[config.mk]
export PLATFORM = sky130hd
export DESIGN_NAME = seq_alu_flat
export DESIGN_NICKNAME = d
export VERILOG_FILES = /design/src/rtl/seq_alu_if.sv /design/src/rtl/seq_alu.sv /design/src/flat_wrapper.sv
export SDC_FILE = /design/constraint.sdc
export NUM_CORES = 1
export LEC_CHECK = 0
export BUFFER_PORTS_ARGS = -buffer_cell sky130_fd_sc_hd__buf_2
export CAP_MARGIN = 20
export CORE_MARGIN = 5
export CORE_UTILIZATION = 27
export DETAILED_ROUTE_END_ITERATION = 6
export GPL_TIMING_DRIVEN = 0
export HOLD_SLACK_MARGIN = 0.03
export SYNTH_ARGS = -nofsm -noshare
export SYNTH_HDL_FRONTEND = slang
export SYNTH_SLANG_ARGS = --single-unit
[constraint.sdc]
create_clock -name clk_i -period 7 [get_ports clk_i]
set_input_delay 0.35 -clock clk_i [delete_from_list [all_inputs] [get_ports clk_i]]
set_output_delay 0.35 -clock clk_i [all_outputs]
set_load 0.1 [all_outputs]
[src/rtl/seq_alu_if.sv]
// seq_alu_if: request/response bundle for the sequential ALU.
//   valid_i    request strobe (master -> ALU)
//   ALUCtrl_i  4-bit operation code
//   src1_i     operand A
//   src2_i     operand B
//   ready_o    ALU can accept a request this cycle
//   valid_o    one-cycle pulse marking result_o/zero_o/overflow_o valid
//   result_o   registered result
//   zero_o     registered result-is-zero flag
//   overflow_o registered signed overflow (add/sub only)
interface seq_alu_if #(
  parameter int DATA_W = 32
);
  logic              valid_i;
  logic [3:0]        ALUCtrl_i;
  logic [DATA_W-1:0] src1_i;
  logic [DATA_W-1:0] src2_i;
  logic              ready_o;
  logic              valid_o;
  logic [DATA_W-1:0] result_o;
  logic              zero_o;
  logic              overflow_o;

  modport master (
    output valid_i, ALUCtrl_i, src1_i, src2_i,
    input  ready_o, valid_o, result_o, zero_o, overflow_o
  );

  modport slave (
    input  valid_i, ALUCtrl_i, src1_i, src2_i,
    output ready_o, valid_o, result_o, zero_o, overflow_o
  );
endinterface

[src/rtl/seq_alu.sv]
// seq_alu: ALU with single-cycle logic/arithmetic ops and an iterative
// shift-add multiplier (one multiplier bit per clock, LSB first).
//   clk_i  system clock, rising edge
//   rst_i  synchronous active-high reset
//   bus    seq_alu_if slave: valid_i/ALUCtrl_i/src1_i/src2_i in,
//          ready_o/valid_o/result_o/zero_o/overflow_o out
module seq_alu #(
  parameter int DATA_W = 32
) (
  input  logic    clk_i,
  input  logic    rst_i,
  seq_alu_if.slave bus
);
  localparam int CNT_W = $clog2(DATA_W) + 1;
  localparam logic [CNT_W-1:0] CNT_LAST = CNT_W'(DATA_W - 1);

  localparam logic [0:0] IDLE = 1'b0;
  localparam logic [0:0] MUL  = 1'b1;

  localparam logic [3:0] OP_AND  = 4'b0000;
  localparam logic [3:0] OP_OR   = 4'b0001;
  localparam logic [3:0] OP_ADD  = 4'b0010;
  localparam logic [3:0] OP_MULT = 4'b0011;
  localparam logic [3:0] OP_SUB  = 4'b0110;
  localparam logic [3:0] OP_SLT  = 4'b0111;
  localparam logic [3:0] OP_XOR  = 4'b1111;

  // Signed overflow: same-sign operands (add) or different-sign operands
  // (sub) whose result sign departs from operand A.
  function automatic logic add_ovf(input logic signed [DATA_W-1:0] a,
                                   input logic signed [DATA_W-1:0] b,
                                   input logic signed [DATA_W-1:0] r);
    return (a[DATA_W-1] == b[DATA_W-1]) && (r[DATA_W-1] != a[DATA_W-1]);
  endfunction

  function automatic logic sub_ovf(input logic signed [DATA_W-1:0] a,
                                   input logic signed [DATA_W-1:0] b,
                                   input logic signed [DATA_W-1:0] r);
    return (a[DATA_W-1] != b[DATA_W-1]) && (r[DATA_W-1] != a[DATA_W-1]);
  endfunction

  logic [0:0]               state_q,  state_d;
  logic [CNT_W-1:0]         cnt_q,    cnt_d;
  logic [DATA_W-1:0]        mcand_q,  mcand_d;
  logic [DATA_W-1:0]        mplier_q, mplier_d;
  logic [DATA_W-1:0]        acc_q,    acc_d;
  logic [DATA_W-1:0]        result_q, result_d;
  logic                     zero_q,   zero_d;
  logic                     ovf_q,    ovf_d;
  logic                     valid_q,  valid_d;

  logic signed [DATA_W-1:0] src_a, src_b, sum, diff;
  logic [DATA_W-1:0]        alu_res;
  logic                     alu_ovf;
  logic [DATA_W-1:0]        acc_sum;

  // Single-cycle datapath
  always_comb begin
    src_a   = bus.src1_i;
    src_b   = bus.src2_i;
    sum     = src_a + src_b;
    diff    = src_a - src_b;
    alu_res = '0;
    alu_ovf = 1'b0;
    case (bus.ALUCtrl_i)
      OP_AND: alu_res = bus.src1_i & bus.src2_i;
      OP_OR:  alu_res = bus.src1_i | bus.src2_i;
      OP_XOR: alu_res = bus.src1_i ^ bus.src2_i;
      OP_ADD: begin
        alu_res = sum;
        alu_ovf = add_ovf(src_a, src_b, sum);
      end
      OP_SUB: begin
        alu_res = diff;
        alu_ovf = sub_ovf(src_a, src_b, diff);
      end
      OP_SLT: alu_res = {{(DATA_W-1){1'b0}}, (src_a < src_b)};
      default: alu_res = '0;
    endcase
  end

  // Control and multiplier iteration
  always_comb begin
    state_d  = state_q;
    cnt_d    = cnt_q;
    mcand_d  = mcand_q;
    mplier_d = mplier_q;
    acc_d    = acc_q;
    result_d = result_q;
    zero_d   = zero_q;
    ovf_d    = ovf_q;
    valid_d  = 1'b0;
    acc_sum  = acc_q + (mplier_q[0] ? mcand_q : '0);
    case (state_q)
      IDLE: begin
        if (bus.valid_i) begin
          if (bus.ALUCtrl_i == OP_MULT) begin
            mcand_d  = bus.src1_i;
            mplier_d = bus.src2_i;
            acc_d    = '0;
            cnt_d    = '0;
            state_d  = MUL;
          end else begin
            result_d = alu_res;
            zero_d   = (alu_res == '0);
            ovf_d    = alu_ovf;
            valid_d  = 1'b1;
          end
        end
      end
      MUL: begin
        // Low DATA_W bits only, so the same shift-add serves signed and unsigned.
        acc_d    = acc_sum;
        mcand_d  = mcand_q << 1;
        mplier_d = mplier_q >> 1;
        cnt_d    = cnt_q + CNT_W'(1);
        if (cnt_q == CNT_LAST) begin
          result_d = acc_sum;
          zero_d   = (acc_sum == '0);
          ovf_d    = 1'b0;
          valid_d  = 1'b1;
          state_d  = IDLE;
        end
      end
      default: state_d = IDLE;
    endcase
  end

  always_ff @(posedge clk_i) begin
    if (rst_i) begin
      state_q  <= IDLE;
      cnt_q    <= '0;
      mcand_q  <= '0;
      mplier_q <= '0;
      acc_q    <= '0;
      result_q <= '0;
      zero_q   <= 1'b1;
      ovf_q    <= 1'b0;
      valid_q  <= 1'b0;
    end else begin
      state_q  <= state_d;
      cnt_q    <= cnt_d;
      mcand_q  <= mcand_d;
      mplier_q <= mplier_d;
      acc_q    <= acc_d;
      result_q <= result_d;
      zero_q   <= zero_d;
      ovf_q    <= ovf_d;
      valid_q  <= valid_d;
    end
  end

  assign bus.ready_o    = (state_q == IDLE);
  assign bus.valid_o    = valid_q;
  assign bus.result_o   = result_q;
  assign bus.zero_o     = zero_q;
  assign bus.overflow_o = ovf_q;
endmodule

[src/flat_wrapper.sv]
// flat-port wrapper written by rule: the top's interface ports become plain ports
module seq_alu_flat 
#(
  parameter int DATA_W = 32
)
  (clk_i, rst_i, bus_valid_i, bus_ALUCtrl_i, bus_src1_i, bus_src2_i, bus_ready_o, bus_valid_o, bus_result_o, bus_zero_o, bus_overflow_o);
  seq_alu_if #(.DATA_W(DATA_W)) bus_i ();
  input  logic clk_i;
  input  logic rst_i;
  input wire logic [$bits(bus_i.valid_i)-1:0] bus_valid_i;
  input wire logic [$bits(bus_i.ALUCtrl_i)-1:0] bus_ALUCtrl_i;
  input wire logic [$bits(bus_i.src1_i)-1:0] bus_src1_i;
  input wire logic [$bits(bus_i.src2_i)-1:0] bus_src2_i;
  output wire logic [$bits(bus_i.ready_o)-1:0] bus_ready_o;
  output wire logic [$bits(bus_i.valid_o)-1:0] bus_valid_o;
  output wire logic [$bits(bus_i.result_o)-1:0] bus_result_o;
  output wire logic [$bits(bus_i.zero_o)-1:0] bus_zero_o;
  output wire logic [$bits(bus_i.overflow_o)-1:0] bus_overflow_o;
  assign bus_i.valid_i = bus_valid_i;
  assign bus_i.ALUCtrl_i = bus_ALUCtrl_i;
  assign bus_i.src1_i = bus_src1_i;
  assign bus_i.src2_i = bus_src2_i;
  assign bus_ready_o = bus_i.ready_o;
  assign bus_valid_o = bus_i.valid_o;
  assign bus_result_o = bus_i.result_o;
  assign bus_zero_o = bus_i.zero_o;
  assign bus_overflow_o = bus_i.overflow_o;
  seq_alu #(.DATA_W(DATA_W)) u_core (.clk_i(clk_i), .rst_i(rst_i), .bus(bus_i));
endmodule
* Word level (Yosys, flattened, before mapping)
Cells that the tools add are included.
Operators by class: add/sub/neg operators 4, magnitude comparators 1, eq/ne operators 15, mux-type cells 35, bitwise logic cells 4, reduce and logical (&&, ||, !) cells 7
Operators by type and width (count):
- 2-to-1 mux 32 bit | 10
- case mux 32 bit (2 select lines) | 4
- case mux 32 bit (6 select lines) | 1
- adder 32 bit | 2
- zero test 32 bit | 2
- bitwise AND 32 bit | 1
- < comparator 32 bit | 1
- bitwise OR 32 bit | 1
- subtractor 32 bit | 1
- XOR 32 bit | 1
- 2-to-1 mux 1 bit | 12
- 2-to-1 mux 6 bit | 2
- case mux 6 bit (2 select lines) | 1
- case mux 1 bit (2 select lines) | 5
- == test 4 x 2 -> 1 bit, second input constant | 2
- == test 4 x 3 -> 1 bit, second input constant | 2
- adder 6 x 1 -> 6 bit, second input constant | 1
- == test 6 x 5 -> 1 bit, second input constant | 1
- != test 2 bit, second input constant | 3
- == test 4 x 1 -> 1 bit, second input constant | 1
- == test 4 bit, second input constant | 1
- zero test 4 bit | 1
- != test 1 bit | 3
- AND reduction 3 bit | 1
- 5 further kinds | 6
Storage, ports and cells: bits in registers 138, bits of input ports 71, output and inout bits 36, word-level logic and storage cells 75

* Depth between registers and ports, before layout
word-level depth 7, gate-level depth with buffers 16

* Worst setup path before layout
Ideal clock, no wire load.
kind flip-flop to flip-flop, start point register u_core.mplier_q[0], end point register u_core.zero_q, in the netlist u_core.bus.zero_o, arrival 3.417 ns, path slack 3.508 ns, stages on the path, launching flop included 16, period minus slack after synthesis 3.492 ns, cell sequence dfxtp_1 -> and2_1 -> ha_1 -> fa_1 -> a211oi_1 -> o21bai_1 -> a21o_1 -> a31oi_4 -> o21ai_1 -> o31ai_2 -> o21ai_1 -> a221o_1 -> a221oi_2 -> xnor2_1 -> nand4b_1 -> a31oi_1
Between the ends: word-level cells in the longest chain between the ends 5
RTL lines:
- start, declared | line seq_alu.sv:45 | logic [DATA_W-1:0] mplier_q, mplier_d;
- start signal, assigned | line seq_alu.sv:144 | mplier_q <= mplier_d;
- 2-to-1 mux 32 bit | line seq_alu.sv:93 | acc_sum = acc_q + (mplier_q[0] ? mcand_q : '0);
- adder 32 bit | line seq_alu.sv:93
- zero test 32 bit | line seq_alu.sv:119 | zero_d = (acc_sum == '0);
- 2-to-1 mux 1 bit | line seq_alu.sv:117 | if (cnt_q == CNT_LAST) begin
- case mux 1 bit (2 select lines) | line seq_alu.sv:94 | case (state_q)
- end signal, assigned | line seq_alu.sv:147 | zero_q <= zero_d;
- end, declared | line seq_alu.sv:48 | logic zero_q, zero_d;
No other way between the ends. The select of a mux whose other input is x is not followed. A chain may end at the register's enable or synchronous reset.

* Final worst setup path
Ends and elaborated chain as after synthesis.

==> results by group <==
Status
  • Status: finished, violations left
  • Failing checks: DRC

Yosys
  • Asr flop ratio synth: 0%
  • Largest family of logic cells by synthesized area: compound AO/OA/AOI/OAI gates
  • Adder-cell share of the synthesized area: 13.3%
  • Post-synth top flop: dfxtp_1
  • Mux cell area share after synthesis: 2.23%
  • Ys Warns: 0
  • Synth area leader: dfxtp_1
  • Synth unique cells: 87
  • Compound-Gate Fraction of Synth Area: 29.9%
  • Synth area leaders: dfxtp_1 (22%), ha_1 (13%), a21oi_1 (6.1%), nor2_1 (5.9%), nand2_1 (5.6%)
  • Simple-gate share of the synthesized area: 23.2%
  • Post-synth top cells: nor2_1 (199), nand2_1 (190), a21oi_1 (156)
  • Most common cell in the netlist: nor2_1
  • Post-synth top area share: 21.7%
  • Register area share after synthesis: 21.7%
  • Post-Syn Instances: 1750
  • Post-synth EDFFs: 0
  • Syn nets: 1955
  • Post-Syn Area: 12700 um^2
  • Synth Area in XOR/XNOR: 2.34%
  • Synth Register Bits: 138
  • Avg Inst Size Synth: 7.28 um^2

Clock tree
  • Clk Latency, worst-skew pair: 0.43 ns
  • Clock-pin slew on the worst setup and hold paths: 0.06 ns
  • Clock Tree Buf Depth: 2
  • # clock sinks: 138
  • Post-CTS Repair Setup Buffers: 0
  • Post-CTS sizing: 0
  • Clock root buffer: clkbuf_16
  • CTS tree: built
  • Post-CTS Hold Buffers: 0
  • Number of H-tree levels: 4
  • CTS Buf Count: 17

Critical path
  • CP Launch Type: register
  • CP Data Arrival Time: 5.09 ns
  • Depth of the worst register-to-register path: 16
  • Critical path capture point type: register
  • Critical path class: reg2reg
  • Crit Path Max Fanout: 10
  • Worst Path Required: 7.36 ns

Place
  • Post-DP HPWL: 45.5 mm
  • Placer Congestion: 0.994
  • Setup WS pre-CTS: 2.09 ns
  • Post-placement cell area: 14100 um^2
  • Port Buf Inserts: 105

STA
  • Minimum clock period: 4.74 ns
  • Final Hold Fails: 0
  • Worst-Margin Slew: 1.07 ns
  • Fin. max-slew vios: 0
  • Worst hold slack: 0.225 ns
  • RSZ-0062 raised after global routing: no
  • Clock skew: 0.00952 ns
  • Max Clock Freq: 0.211 GHz
  • Final worst-path cycle share: 67.7%
  • Worst Setup Slack, final: 2.26 ns
  • Final setup fails: 0
  • Setup TNS Final: 0 ns
  • Slew HR: 28.7%

Job
  • Max cap viols: 0

Global route
  • Initial antenna violation count: 0
  • Overflow after GRT: 0
  • Total Routing Usage GR: 21.1%
  • Largest net degree at the start of global routing: 17
  • Vias in the first global route: 13.8k
  • First-pass GRT wire length: 84.0 mm

Die
  • Row count: 79
  • Chip Width: 227 um
  • Die height: 227 um
  • Core ar.: 46700 um^2
  • Die area: 51600 um^2
  • I/O pins: 107
  • Initial Utilization: 27.3%

Worst hold path
  • Hold depth: 3
  • Hold crit path type: in2reg

Finish
  • Final net count: 2083
  • Final instance area: 14700 um^2
  • Inserted Diodes: 0
  • Area growth from synthesis to layout: 15.5%
  • Fillers: 5078
  • Final Util: 31.5%
  • Share of cells above drive strength 1: 10.2%

Routing
  • Drt drc: 21
  • Initial detailed-routing violation count: 1879
  • Routed Antenna Nets: 0
  • Drt first pass iters: 7
  • WL/cell: 22.7 um
  • Final wirelength: 56.7 mm
  • Via count: 14.4k
  • Vias per inst: 5.78

Pwr
  • Power per cell area: 178 nW/um^2
  • VDD IR max: 0.128 mV
  • Pleak: 6.35 nW
-- cell usage in the layout, fill, tap and decap left out, drive strengths merged, types with 7 or more instances in the layout --
cell | Yosys | layout
a21o | 20 | 20
nand4 | 22 | 22
a211oi | 21 | 21
nand2 | 190 | 190
nor4 | 17 | 17
a21boi | 8 | 8
buf | 34 | 142
xor2 | 18 | 18
o21a | 7 | 7
a311oi | 8 | 8
and2 | 37 | 37
nand2b | 13 | 13
nand3 | 45 | 45
a22oi | 11 | 11
o21ai | 87 | 87
a222oi | 62 | 62
mux2i | 25 | 25
clkbuf | 75 | 95
a211o | 9 | 9
o31ai | 15 | 15
ha | 131 | 131
o211ai | 29 | 29
nor2b | 14 | 14
and3 | 19 | 19
a31oi | 24 | 24
nor3 | 34 | 34
o22ai | 11 | 11
xnor2 | 16 | 16
nor2 | 199 | 199
o21bai | 15 | 15
inv | 129 | 130
a21oi | 157 | 157
dfxtp | 138 | 138
-- critical path, cell delays in order (launching register included) --
cell	delay, ns
dfxtp_1	0.54
clkbuf_1	0.30
and2_1	0.21
ha_1	0.24
clkbuf_1	0.23
a21oi_1	0.26
a21oi_1	0.10
a211oi_1	0.29
o21ai_1	0.25
a31oi_1	0.33
xor2_1	0.32
nand3_1	0.15
nor4bb_1	0.59
nand4_1	0.20
nor4_1	0.23
nand4b_1	0.21
a31oi_1	0.20
-- per-layer routing --
layer	track usage [%]	part of all wire, %	vias to the layer above
met3	3.97	8.7	108
met5	0	0	-
met1	29.5	44	6896
met2	32.4	43	755
li1	-	-	6666
met4	7.89	3.9	0
-- worst paths after layout --
kind / slack, ns / endpoint / startpoint
max: 2.26 / u_core.bus.zero_o / u_core.mplier_q[0]
min: 0.22 / u_core.mplier_q[8] / bus_src2_i[8]
min reg2reg: 0.45 / u_core.bus.result_o[21] / u_core.bus.result_o[21]
max reg2reg: 2.26 / u_core.bus.zero_o / u_core.mplier_q[0]
-- power breakdown --
group	internal (mW)	switching, mW
Clock	0.640	0.361
Combinational	0.214	0.582
Sequential	0.807	0.0136
Total	1.66	0.957
-- registers in the layout (all words and copies together), names as in the netlist --
signal and count:
u_core.acc_q 32, u_core.bus.overflow_o 1, u_core.bus.valid_o 1, u_core.bus.zero_o 1
u_core.bus.result_o 32, u_core.cnt_q 6, u_core.mcand_q 32, u_core.mplier_q 32
u_core.state_q 1
-- per-stage QoR --
stage,power [mW],std cells
3_3_place_gp,1.61,2462
4_1_cts,2.61,2495
5_1_grt,2.72,2497
6_report,2.62,2497
2_1_floorplan,1.35,1750
3_5_place_dp,1.61,2464
-- final cells by class --
class | count | area [um^2] | share of cell area [%]
buffer | 109 | 447 | 3.04
clock inverter | 11 | 194 | 1.32
inverter | 129 | 484 | 3.29
multi-input combinational | 1374 | 9050 | 61.5
sequential | 138 | 2760 | 18.8
clock buffer | 20 | 447 | 3.04
timing repair buffer | 109 | 568 | 3.86
tap | 607 | 759 | 5.16
-- cells by family (layout without fill, tap and decap cells) --
| kind of cell | Yosys count | count (layout) |
|---|---|---|
| simple gates | 630 | 630 |
| compound gates | 548 | 548 |
| buf+inv | 238 | 378 |
| flops | 138 | 138 |
| fa+ha+maj | 134 | 134 |
| xor+xnor | 34 | 34 |
| mux | 28 | 28 |
No activity file was read; power rests on OpenSTA's default activity.
